==> src/rtl/instruction_fetch_pkg.sv <==
// Shared definitions for the instruction fetch stage: fetch state encodings,
// the NOP control word and the default ROM geometry.
package instruction_fetch_pkg;

    // Fetch sequencer states. The state names the phase of the fetch; ROM
    // address/read outputs are loaded on the edge that enters a state, so
    // ADDR_LO and ADDR_HI are the cycles in which romRead is asserted.
    typedef enum logic [1:0] {
        ADDR_LO = 2'd0,
        ADDR_HI = 2'd1,
        CAPT_HI = 2'd2,
        HOLD    = 2'd3
    } fetch_state_e;

    // Control word seen by the decoder whenever no instruction is presented.
    localparam logic [31:0] NOP_WORD = 32'h0000_0000;

    // Default ROM word-address width and first instruction index.
    localparam int          ROM_AW_DEFAULT   = 16;
    localparam logic [15:0] RESET_PC_DEFAULT = 16'h0000;

    // Full-width ROM word address of one half of an instruction. Callers
    // truncate the result to their ROM address width, dropping pc MSBs.
    function automatic logic [31:0] rom_word_addr(input logic [15:0] pc,
                                                  input logic        half);
        return {15'd0, pc, half};
    endfunction

endpackage

==> src/rtl/instruction_fetch.sv <==
// Instruction fetch stage: reads each 32-bit instruction as two 16-bit words
// from a synchronous program ROM, presents the assembled control word with a
// valid/ready handshake, accepts jump redirects and shows NOP while idle.
module instruction_fetch
    import instruction_fetch_pkg::*;
#(
    parameter logic [15:0] RESET_PC = RESET_PC_DEFAULT,
    parameter int          ROM_AW   = ROM_AW_DEFAULT
) (
    input  logic              CLK,
    input  logic              RST,

    output logic [ROM_AW-1:0] romAddr,
    output logic              romRead,
    input  logic [15:0]       romData,

    input  logic              redirect,
    input  logic [15:0]       redirectPc,

    output logic [31:0]       controlWord,
    output logic              wordValid,
    input  logic              wordReady,
    output logic [15:0]       pcOut
);

    fetch_state_e      state_q, state_d;
    logic [15:0]       pc_q, pc_d;
    logic [15:0]       lo_q, lo_d;
    logic [15:0]       hi_q, hi_d;
    logic [ROM_AW-1:0] rom_addr_q, rom_addr_d;
    logic              rom_read_q, rom_read_d;
    logic              word_valid_q, word_valid_d;
    logic [15:0]       pc_out_q, pc_out_d;

    logic              accept;
    logic [ROM_AW-1:0] lo_addr_pc;
    logic [ROM_AW-1:0] hi_addr_pc;
    logic [ROM_AW-1:0] lo_addr_redirect;

    // A transfer happens only when a word is actually on offer.
    assign accept = word_valid_q && wordReady;

    // ROM addresses of both halves at the current pc and of the low half at
    // a redirect target; casting to ROM_AW drops the pc bits the ROM lacks.
    assign lo_addr_pc       = ROM_AW'(rom_word_addr(pc_q, 1'b0));
    assign hi_addr_pc       = ROM_AW'(rom_word_addr(pc_q, 1'b1));
    assign lo_addr_redirect = ROM_AW'(rom_word_addr(redirectPc, 1'b0));

    // Next-state, datapath and registered-output logic for the fetch sequencer.
    always_comb begin
        state_d      = state_q;
        pc_d         = pc_q;
        lo_d         = lo_q;
        hi_d         = hi_q;
        rom_addr_d   = rom_addr_q;
        rom_read_d   = 1'b0;
        word_valid_d = word_valid_q;
        pc_out_d     = pc_out_q;

        unique case (state_q)
            ADDR_LO: begin
                if (rom_read_q) begin
                    // Low-half read is on the bus; issue the high half next.
                    state_d    = ADDR_HI;
                    rom_addr_d = hi_addr_pc;
                    rom_read_d = 1'b1;
                end else begin
                    // Straight out of reset no read has been issued yet, so
                    // launch the low-half read first and stay here a cycle.
                    rom_addr_d = lo_addr_pc;
                    rom_read_d = 1'b1;
                end
            end

            ADDR_HI: begin
                // Low-half data from the previous read is on romData now.
                lo_d    = romData;
                state_d = CAPT_HI;
            end

            CAPT_HI: begin
                // High-half data arrives; present the complete instruction.
                hi_d         = romData;
                word_valid_d = 1'b1;
                pc_out_d     = pc_q;
                pc_d         = pc_q + 16'd1;
                state_d      = HOLD;
            end

            HOLD: begin
                if (accept) begin
                    // Word consumed: drop back to NOP and start the next fetch.
                    word_valid_d = 1'b0;
                    lo_d         = 16'h0000;
                    hi_d         = 16'h0000;
                    rom_addr_d   = lo_addr_pc;
                    rom_read_d   = 1'b1;
                    state_d      = ADDR_LO;
                end
            end

            default: begin
                state_d = ADDR_LO;
            end
        endcase

        // A redirect overrides everything above: any partial or held word is
        // discarded (an accept in the same cycle still counts as a transfer),
        // data returning for the flushed read is never captured because the
        // low-half capture only happens in ADDR_HI, and the target pc wins
        // over the sequential pc+1.
        if (redirect) begin
            pc_d         = redirectPc;
            lo_d         = 16'h0000;
            hi_d         = 16'h0000;
            word_valid_d = 1'b0;
            pc_out_d     = pc_out_q;
            rom_addr_d   = lo_addr_redirect;
            rom_read_d   = 1'b1;
            state_d      = ADDR_LO;
        end
    end

    // State and output registers with asynchronous active-high reset.
    always_ff @(posedge CLK or posedge RST) begin
        if (RST) begin
            state_q      <= ADDR_LO;
            pc_q         <= RESET_PC;
            lo_q         <= 16'h0000;
            hi_q         <= 16'h0000;
            rom_addr_q   <= '0;
            rom_read_q   <= 1'b0;
            word_valid_q <= 1'b0;
            pc_out_q     <= RESET_PC;
        end else begin
            state_q      <= state_d;
            pc_q         <= pc_d;
            lo_q         <= lo_d;
            hi_q         <= hi_d;
            rom_addr_q   <= rom_addr_d;
            rom_read_q   <= rom_read_d;
            word_valid_q <= word_valid_d;
            pc_out_q     <= pc_out_d;
        end
    end

    // The decoder sees opcode 0 whenever no instruction is being presented.
    assign controlWord = word_valid_q ? {hi_q, lo_q} : NOP_WORD;
    assign wordValid   = word_valid_q;
    assign pcOut       = pc_out_q;
    assign romAddr     = rom_addr_q;
    assign romRead     = rom_read_q;

endmodule
==> config.mk <==
export PLATFORM = sky130hd
export DESIGN_NAME = instruction_fetch
export DESIGN_NICKNAME = d
export VERILOG_FILES = /design/src/rtl/instruction_fetch_pkg.sv /design/src/rtl/instruction_fetch.sv
export SDC_FILE = /design/constraint.sdc
export NUM_CORES = 1
export LEC_CHECK = 0
export ABC_AREA = 1
export BUFFER_PORTS_ARGS = -buffer_cell sky130_fd_sc_hd__buf_2
export CORE_MARGIN = 1
export CORE_UTILIZATION = 45
export DETAILED_ROUTE_END_ITERATION = 12
export GPL_TIMING_DRIVEN = 0
export PLACE_DENSITY = 0.71
export SLEW_MARGIN = 10
export SYNTH_ARGS = -nofsm -noshare
export SYNTH_HDL_FRONTEND = slang
export SYNTH_SLANG_ARGS = --single-unit
==> constraint.sdc <==
create_clock -name CLK -period 2.7 [get_ports CLK]
set_clock_uncertainty 0.05 [all_clocks]
set_input_delay 0.135 -clock CLK [delete_from_list [all_inputs] [get_ports CLK]]
set_output_delay 0.135 -clock CLK [all_outputs]
set_load 0.01 [all_outputs]
==> run summary, run 1 <==
======================================================================================
Run status                                                                finished, final reports clean
Fraction of registers with async set or reset after synthesis                   100.0%
Number of antenna violations at the first check in global routing                    0
Total internal power                                                          2.814 mW
Dominant cell by count in the synthesized netlist                              nand2_1
Detail-routed net length per standard cell                                    13.21 µm
CP startpoint kind                                                                flop
Unrepaired setup endpoints after global routing                                  false
Proportion of layout cells with a drive suffix above 1                          21.47%
Highest routed metal layer                                                        met4
Cell at the root of the clock tree                                            clkbuf_8
Hold Path Stages                                                                     3
Area of the mapped netlist                                                    4068 µm²
Router iterations before antenna repair                                              5
Maximum achievable frequency                                                 539.0 MHz
Worst reg2reg path depth                                                             5
Gpl congestion                                                                  0.8672
Post-detailed-route via-to-cell ratio                                            4.943
Maximum clock insertion buffer count                                                 2
Mean instance size in the synthesized netlist                                7.561 µm²
Wire length on met1                                                           4.470 mm
Grt total ovfl                                                                       0
Ordered list of cells on the worst path                                   ha_1 -> nor2_4 -> clkbuf_1 -> nand2_1 -> o21ai_0
Switching Power                                                               1.903 mW
Total number of clock tree sinks                                                    84
Startpoint of the most critical setup path                                  state_q[0]
Number of H-tree levels                                                              3
Wire length of the first global-routing pass                                  17.04 mm
Number of diodes added for antenna fixing                                            0
Total vias in the final route                                                     3826
Sequential cell area fraction in the yosys report                               51.68%
Combined buffer and inverter count along the critical path                           1
Site Rows                                                                           34
DP Wirelength                                                                 7.570 mm
Die Width                                                                     97.08 µm
Leading post-synthesis cells by instance count                            206 x nand2_1, 84 x dfrtp_1, 60 x inv_1
Number of synthesized flops with an enable pin                                       0
Antenna-violating nets left                                                          0
Post-Route Hold Slack                                                       0.01455 ns
Cell types occupying the most area after synthesis                        dfrtp_1 52%, nand2_1 19%, inv_1 5.5%
Synthesis Warnings                                                                   0
Termination of the worst setup path                                            hi_q[8]
Number of hold-repair buffers added at the cts stage                                10
Share of the synthesized area in the top cell type                              51.68%
Share of the clock period used by the worst path                                68.71%
R2R Path Start                                                              state_q[0]
Max-cap violation count                                                              0
I/O Pins                                                                           102
TritonCTS clock tree                                                               yes
Crit path largest cell delay                                                   0.43 ns
Proportion of power drawn by flip-flops and latches                              43.0%
Clock latency on the worst-skew pair                                           0.37 ns
Total negative setup slack                                                        0 ns
Most used flip-flop cell after synthesis                                       dfrtp_1
Top fanout value on the critical path                                               10
Synthesis-to-layout area growth                                                 23.81%
Met3 wire length                                                                688 µm
Number of failing hold endpoints at the final stage                                  0
Minimum setup slack among reg-to-reg paths                                     0.84 ns
Final worst path period need                                                  1.855 ns
Critical-path cell with the highest stage delay                                dfrtp_1
Clock slew at the register clock pins of the worst setup and hold paths        0.09 ns
Part of the total power dissipated in combinational logic                        37.0%
Post-Syn Nets                                                                      580
Cell count along the critical path                                                   5
CP endpoint kind                                                                  flop
Transition time of the tightest slew-check pin                               0.5414 ns
FILL cells                                                                         837
Residual DRC                                                                         0
Number of buffers added by the clock tree synthesis step                             9
Net count of the finished layout                                                   703
Non-Filler Instances                                                               774
Die area                                                                      9424 µm²
Iteration-0 DRC count of the detailed router                                       139
Setup Buffers After CTS                                                              0
Largest delay share family, worst path                                      flip-flops
Type of the worst min-delay path                                          input pin to flop
Cells after synthesis                                                              538
Power density of the placed cells                                         936.5 nW/µm²
Arrival time reported for the critical path endpoint                           2.08 ns
Detailed-routed wire length on met2                                           4.848 mm
Share of total power consumed by net switching                                  40.34%
Vias in the first global route                                                    3580
Total Power                                                                   4.717 mW
Slew Limit Fails                                                                     0
Reg-to-Reg End                                                                 hi_q[8]
Flip-flop and latch count after synthesis                                           84
Input/output buffers                                                               101
Overall global routing resource usage                                           22.71%
Setup violations, final                                                              0
Power share of the clock group                                                   20.0%
Die Y                                                                         97.08 µm
Distinct cell type count after synthesis                                            23
Class of the most critical setup path                                     flop to flop
Post-CTS Resized                                                                     0
Library cell occupying the most area in the post-synthesis netlist             dfrtp_1
Required time at the worst-slack endpoint                                      2.93 ns
Wire length reported by the detailed router                                   10.23 mm
Peak supply drop                                                             0.4937 mV
Area inside the core boundary                                                 8721 µm²
Effective utilization at floorplan                                              46.64%
Leakage                                                                       2.870 nW
DP Cell Count                                                                      748
Tightest slew margin relative to the limit                                      63.91%
Largest net degree at the start of global routing                                   44
======================================================================================
placed cells by master, fill, tap and decap left out, types with 2 or more instances in the layout:
master	instances
inv_1	59
clkbuf_8	9
clkbuf_1	6
inv_2	4
o211ai_1	3
nand4_1	4
o21ai_1	18
ha_1	6
dfrtp_1	84
nand3_1	27
dlygate4sd3_1	10
buf_2	115
o21bai_1	2
buf_4	2
a21oi_1	4
inv_6	4
o21ai_0	42
nor2_1	49
nand2_1	206
worst min-delay path by stage:
| stage | endpoint | slack [ns] | start |
|---|---|---|---|
| after detailed placement | hi_q[0] | 0.18 | RST |
| after floorplan | pc_q[1] | 0.23 | redirectPc[1] |
| after global placement | pc_q[1] | 0.33 | redirectPc[1] |
| final | hi_q[0] | 0.01 | romData[0] |
| after CTS | lo_q[1] | 0.003 | romData[1] |
| after global routing | hi_q[3] | 0.01 | romData[3] |
flip-flops by register name, summed over array words and instances (netlist names):
name,cells
romRead,1
lo_q,16
state_q,2
pc_q,16
romAddr,16
wordValid,1
pcOut,16
hi_q,16
final cells by class:
cell class | count | area (µm²) | area share [%]
plain buffers | 22 | 107.6 | 2.137
clock buffers | 9 | 123.9 | 2.460
clock inverters | 7 | 81.33 | 1.615
inverters | 64 | 242.7 | 4.820
multi-input cells | 368 | 1618 | 32.12
flip-flops and latches | 84 | 2102 | 41.74
well taps | 108 | 135.1 | 2.683
repair buffers | 112 | 625.6 | 12.42
per-stage QoR:
step	cell area (µm²)	setup slack (ns)	utilization [%]
after CTS	5036	0.8210	57.75
after global placement	4708	-0.6809	53.99
after global routing	5036	0.6530	57.75
after detailed placement	4731	0.8515	54.25
after floorplan	4068	0.3499	-
final	5036	0.8449	57.75
logic make-up (layout without fill, tap and decap cells):
family          after synthesis  count (layout)  share of synthesized area (%)
flops                        84              84                          51.68
buf+inv                      86             214                          8.551
compound gates               74              74                          9.936
fa+ha+maj                     6               6                          1.846
simple gates                288             288                          27.99
tightest hold or removal path, stage by stage:
cell and delay, ns:
buf_2 0.09, nand2_1 0.07, o21ai_1 0.08
routing by layer:
layer  GRT usage, %  vias to the layer above
li1               -                     1909
met1          30.40                     1749
met2          37.05                      149
met3          3.381                       19
met4          9.414                        0
met5              0                        -
power by group through the flow:
stage / Sequential, mW / Combinational, mW / Clock [mW]
after global placement: 2.03 / 1.70 / 0
after CTS: 2.03 / 1.77 / 0.960
after floorplan: 2.11 / 0.977 / 0
after detailed placement: 2.05 / 1.75 / 0
final: 2.03 / 1.74 / 0.945
after global routing: 2.09 / 1.98 / 1.01
Power figures use the tool's default switching activity.
==> run 2, diff against run 1 <==
Settings changed: ABC_AREA 1 to 0, PLACE_DENSITY 0.71 to 0.74.
Clock period 2.7 ns to 1.5 ns, I/O delays scaled along.
==> run summary, run 2 <==
======================================================================================
Type of the worst min-delay path                                          input pin to asynchronous set/reset pin
Area of the mapped netlist                                                    3918 µm²   -3.7%
Input/output buffers                                                               100   -0.99%
Area inside the core boundary                                                 8341 µm²   -4.4%
CP endpoint kind                                                                  flop
Largest delay share family, worst path                                    simple AND/OR/NAND/NOR gates
Cell types occupying the most area after synthesis                        dfrtp_1 54%, nand2_1 7.9%, o21ai_0 6.9%
Multiplexer share of the synthesized area                                       8.751%   +8.8 points
Run status                                                                finished with violations
Number of diodes added for antenna fixing                                            0   unchanged
Failing checks                                                            negative setup slack
Arrival time reported for the critical path endpoint                           1.88 ns   -0.20 ns
Top fanout value on the critical path                                                6   -4
Die Width                                                                     95.31 µm   -1.8%
Number of H-tree levels                                                              3   unchanged
Post-Route Hold Slack                                                        0.2391 ns   +0.2246 ns
Residual DRC                                                                         0   unchanged
Iteration-0 DRC count of the detailed router                                       114   -18%
Post-synthesis xor/xnor area fraction                                           3.354%   +3.4 points
Distinct cell type count after synthesis                                            33   +43%
Required time at the worst-slack endpoint                                      1.69 ns   -1.24 ns
Total Power                                                                   10.21 mW   +120%
Library cell occupying the most area in the post-synthesis netlist             dfrtp_1
Clock latency on the worst-skew pair                                           0.36 ns   about the same
Fin area                                                                      6286 µm²   +25%
Peak supply drop                                                              1.097 mV   +120%
I/O Pins                                                                           102   unchanged
Grt total ovfl                                                                       0   unchanged
Critical-path cell with the highest stage delay                                dfrtp_1
Mean instance size in the synthesized netlist                                10.07 µm²   +33%
Post-detailed-route via-to-cell ratio                                            5.386   +9.0%
Net count of the finished layout                                                   612   -13%
Fraction of registers with async set or reset after synthesis                   100.0%   unchanged
Transition time of the tightest slew-check pin                               0.5481 ns   +0.006643 ns
Site Rows                                                                           33   -2.9%
Proportion of layout cells with a drive suffix above 1                          52.79%   +31 points
Cell at the root of the clock tree                                            clkbuf_8
Dominant cell by count in the synthesized netlist                              dfrtp_1
Commonest non-fill, non-tap cells in the layout                           104 x buf_2, 78 x dfrtp_1, 41 x nand2_1
DP Cell Count                                                                      596   -20%
Power density of the placed cells                                          1624 nW/µm²   +73%
Maximum achievable frequency                                                 590.9 MHz   +9.6%
Total vias in the final route                                                     3657   -4.4%
Detail-routed net length per standard cell                                    17.88 µm   +35%
Number of synthesized flops with an enable pin                                       0   unchanged
Total number of clock tree sinks                                                    84   unchanged
Adder-cell share of the synthesized area                                        1.916%   +0.071 points
Synthesized-area fraction occupied by and/or/nand/nor cells                     18.08%   -9.9 points
Cell area after placement                                                     4683 µm²   -1.0%
Share of the synthesized area in the top cell type                              53.66%   +2.0 points
Total negative setup slack                                                   -9.084 ns   -9.084 ns
Worst reg2reg path depth                                                             4   -1
Setup violations, final                                                             77   +77
Effective utilization at floorplan                                              46.97%   +0.33 points
Die Y                                                                         95.31 µm   -1.8%
CP startpoint kind                                                                flop
Number of failing hold endpoints at the final stage                                  0   unchanged
Gpl congestion                                                                  0.8125   -6.3%
Ordered list of cells on the worst path                                   nand4_4 -> nor4_4 -> xor2_1 -> mux2_4
Leading cell type in the layout, fill and taps excluded                          buf_2
Fraction of the mapped netlist area in compound gates                           10.95%   +1.0 points
Combined buffer and inverter count along the critical path                           0   -1
Flip-flop and latch count after synthesis                                           84   unchanged
Slew Limit Fails                                                                     0   unchanged
Antenna-violating nets left                                                          0   unchanged
Non-Filler Instances                                                               679   -12%
Max-cap violation count                                                              0   unchanged
Wire length of the first global-routing pass                                  17.04 mm   unchanged
Overall global routing resource usage                                           25.15%   +2.4 points
Wire length reported by the detailed router                                   12.14 mm   +19%
Cells after synthesis                                                              389   -28%
Most used flip-flop cell after synthesis                                       dfrtp_1
TritonCTS clock tree                                                               yes
R2R Path Start                                                                 pc_q[3]
Maximum clock insertion buffer count                                                 2   unchanged
Die area                                                                      9083 µm²   -3.6%
Sequential cell area fraction in the yosys report                               53.66%   +2.0 points
Leakage                                                                       3.086 nW   +7.5%
Number of antenna violations at the first check in global routing                    0   unchanged
Router iterations before antenna repair                                              5   unchanged
Share of the clock period used by the worst path                                112.8%   +44 points
Clock slew at the register clock pins of the worst setup and hold paths        0.09 ns   about the same
Crit path largest cell delay                                                   0.54 ns   +0.11 ns
Dominant combinational cell family by area after synthesis                simple AND/OR/NAND/NOR gates
Minimum setup slack among reg-to-reg paths                                    -0.19 ns   -1.04 ns
Vias in the first global route                                                    3517   -1.8%
Final worst path period need                                                  1.692 ns   -0.1629 ns
DP Wirelength                                                                 6.768 mm   -11%
Post-Syn Nets                                                                      431   -26%
Unrepaired setup endpoints after global routing                                   true
Synthesis-to-layout area growth                                                 60.46%
Tightest slew margin relative to the limit                                      63.46%   -0.44 points
Reg-to-Reg End                                                                pc_q[13]
Leading post-synthesis cells by instance count                            84 x dfrtp_1, 82 x nand2_1, 54 x o21ai_0
Worst-case setup margin in the final layout                                 -0.1922 ns   -1.037 ns
Largest net degree at the start of global routing                                   34   -23%
Number of buffers added by the clock tree synthesis step                             9   unchanged
Synthesis Warnings                                                                   0   unchanged
Class of the most critical setup path                                     flop to flop
======================================================================================
[run 2: changes by cell type in the layout (fill, tap and decap cells not counted), sizes merged, moves of 10 or more]
cell and delta:
xnor2 +10, inv -64, nand2 -124, buf +34, nand3 -23, nor2 -43, mux2i +14, dlygate4sd3 +23
and2 +33, mux2 +18
[run 2: how the worst max path moves through the flow]
stage	startpoint	to	slack [ns]	depth (start not counted)
floorplan	state_q[0]	pc_q[12]	-0.11	7
global placement	state_q[0]	pc_q[14]	-0.29	7
detailed placement	state_q[0]	pc_q[14]	-0.34	7
CTS	state_q[0]	pc_q[15]	-0.18	7
global route	state_q[0]	pc_q[15]	-0.24	7
finish	pc_q[3]	pc_q[13]	-0.19	4
[run 2: cell families (layout without fill, tap and decap cells)]
| family | after synthesis | after routing |
|---|---|---|
| buffers and inverters | 28 | 213 |
| and+or+nand+nor | 148 | 148 |
| xor gates and xnor gates | 15 | 15 |
| DFF | 84 | 84 |
| adders and majority gates | 6 | 6 |
| AOI/OAI and AO/OA | 76 | 76 |
| muxes | 32 | 32 |
[run 2: final cells by class]
cell class,instances,area (µm²)
repair buffers,171,1345
plain buffers,22,244.0
clock buffers,11,151.4
flip-flops and latches,84,2110
inverters,5,25.02
multi-input cells,277,2255
fillers,539,2054
clock inverters,4,25.02
well taps,105,131.4
[run 2: worst reg2reg max path, delay by kind of cell, from the launching register on]
kind             cells  cell delay (ns)
flip-flops           1             0.54
AND/OR/NAND/NOR      2             0.63
multiplexers         1             0.27
XOR/XNOR             1             0.10
[run 2: report_power, final]
| part | leakage (nW) | internal, mW | switching [mW] | total [mW] |
|---|---|---|---|---|
| clock | 0.0872 | 0.678 | 0.819 | 1.50 |
| sequential | 1.04 | 3.02 | 0.659 | 3.68 |
| combinational | 1.95 | 2.66 | 2.37 | 5.03 |
[run 2: stage by stage]
stage	util (%)	setup WS (ns)
2_1_floorplan	-	-0.1086
3_3_place_gp	55.67	-0.2912
3_5_place_dp	56.15	-0.3396
4_1_cts	67.40	-0.1773
5_1_grt	75.37	-0.2422
6_report	75.37	-0.1922
[run 2: layer usage]
| metal | part of all wire (%) | GRT usage, % |
|---|---|---|
| met2 | 52 | 43.27 |
| met5 | 0 | 0 |
| met3 | 5.1 | 4.147 |
| met1 | 40 | 30.89 |
| met4 | 3.2 | 11.36 |
[run 2: repair_timing]
item,in CTS,in global routing
cloned,3,7
setup buffers,16,10
setup endpoints to repair,106,95
hold endpoints to repair,72,0
hold buffers,33,0
pin swaps,14,58
gates resized for setup,62,186
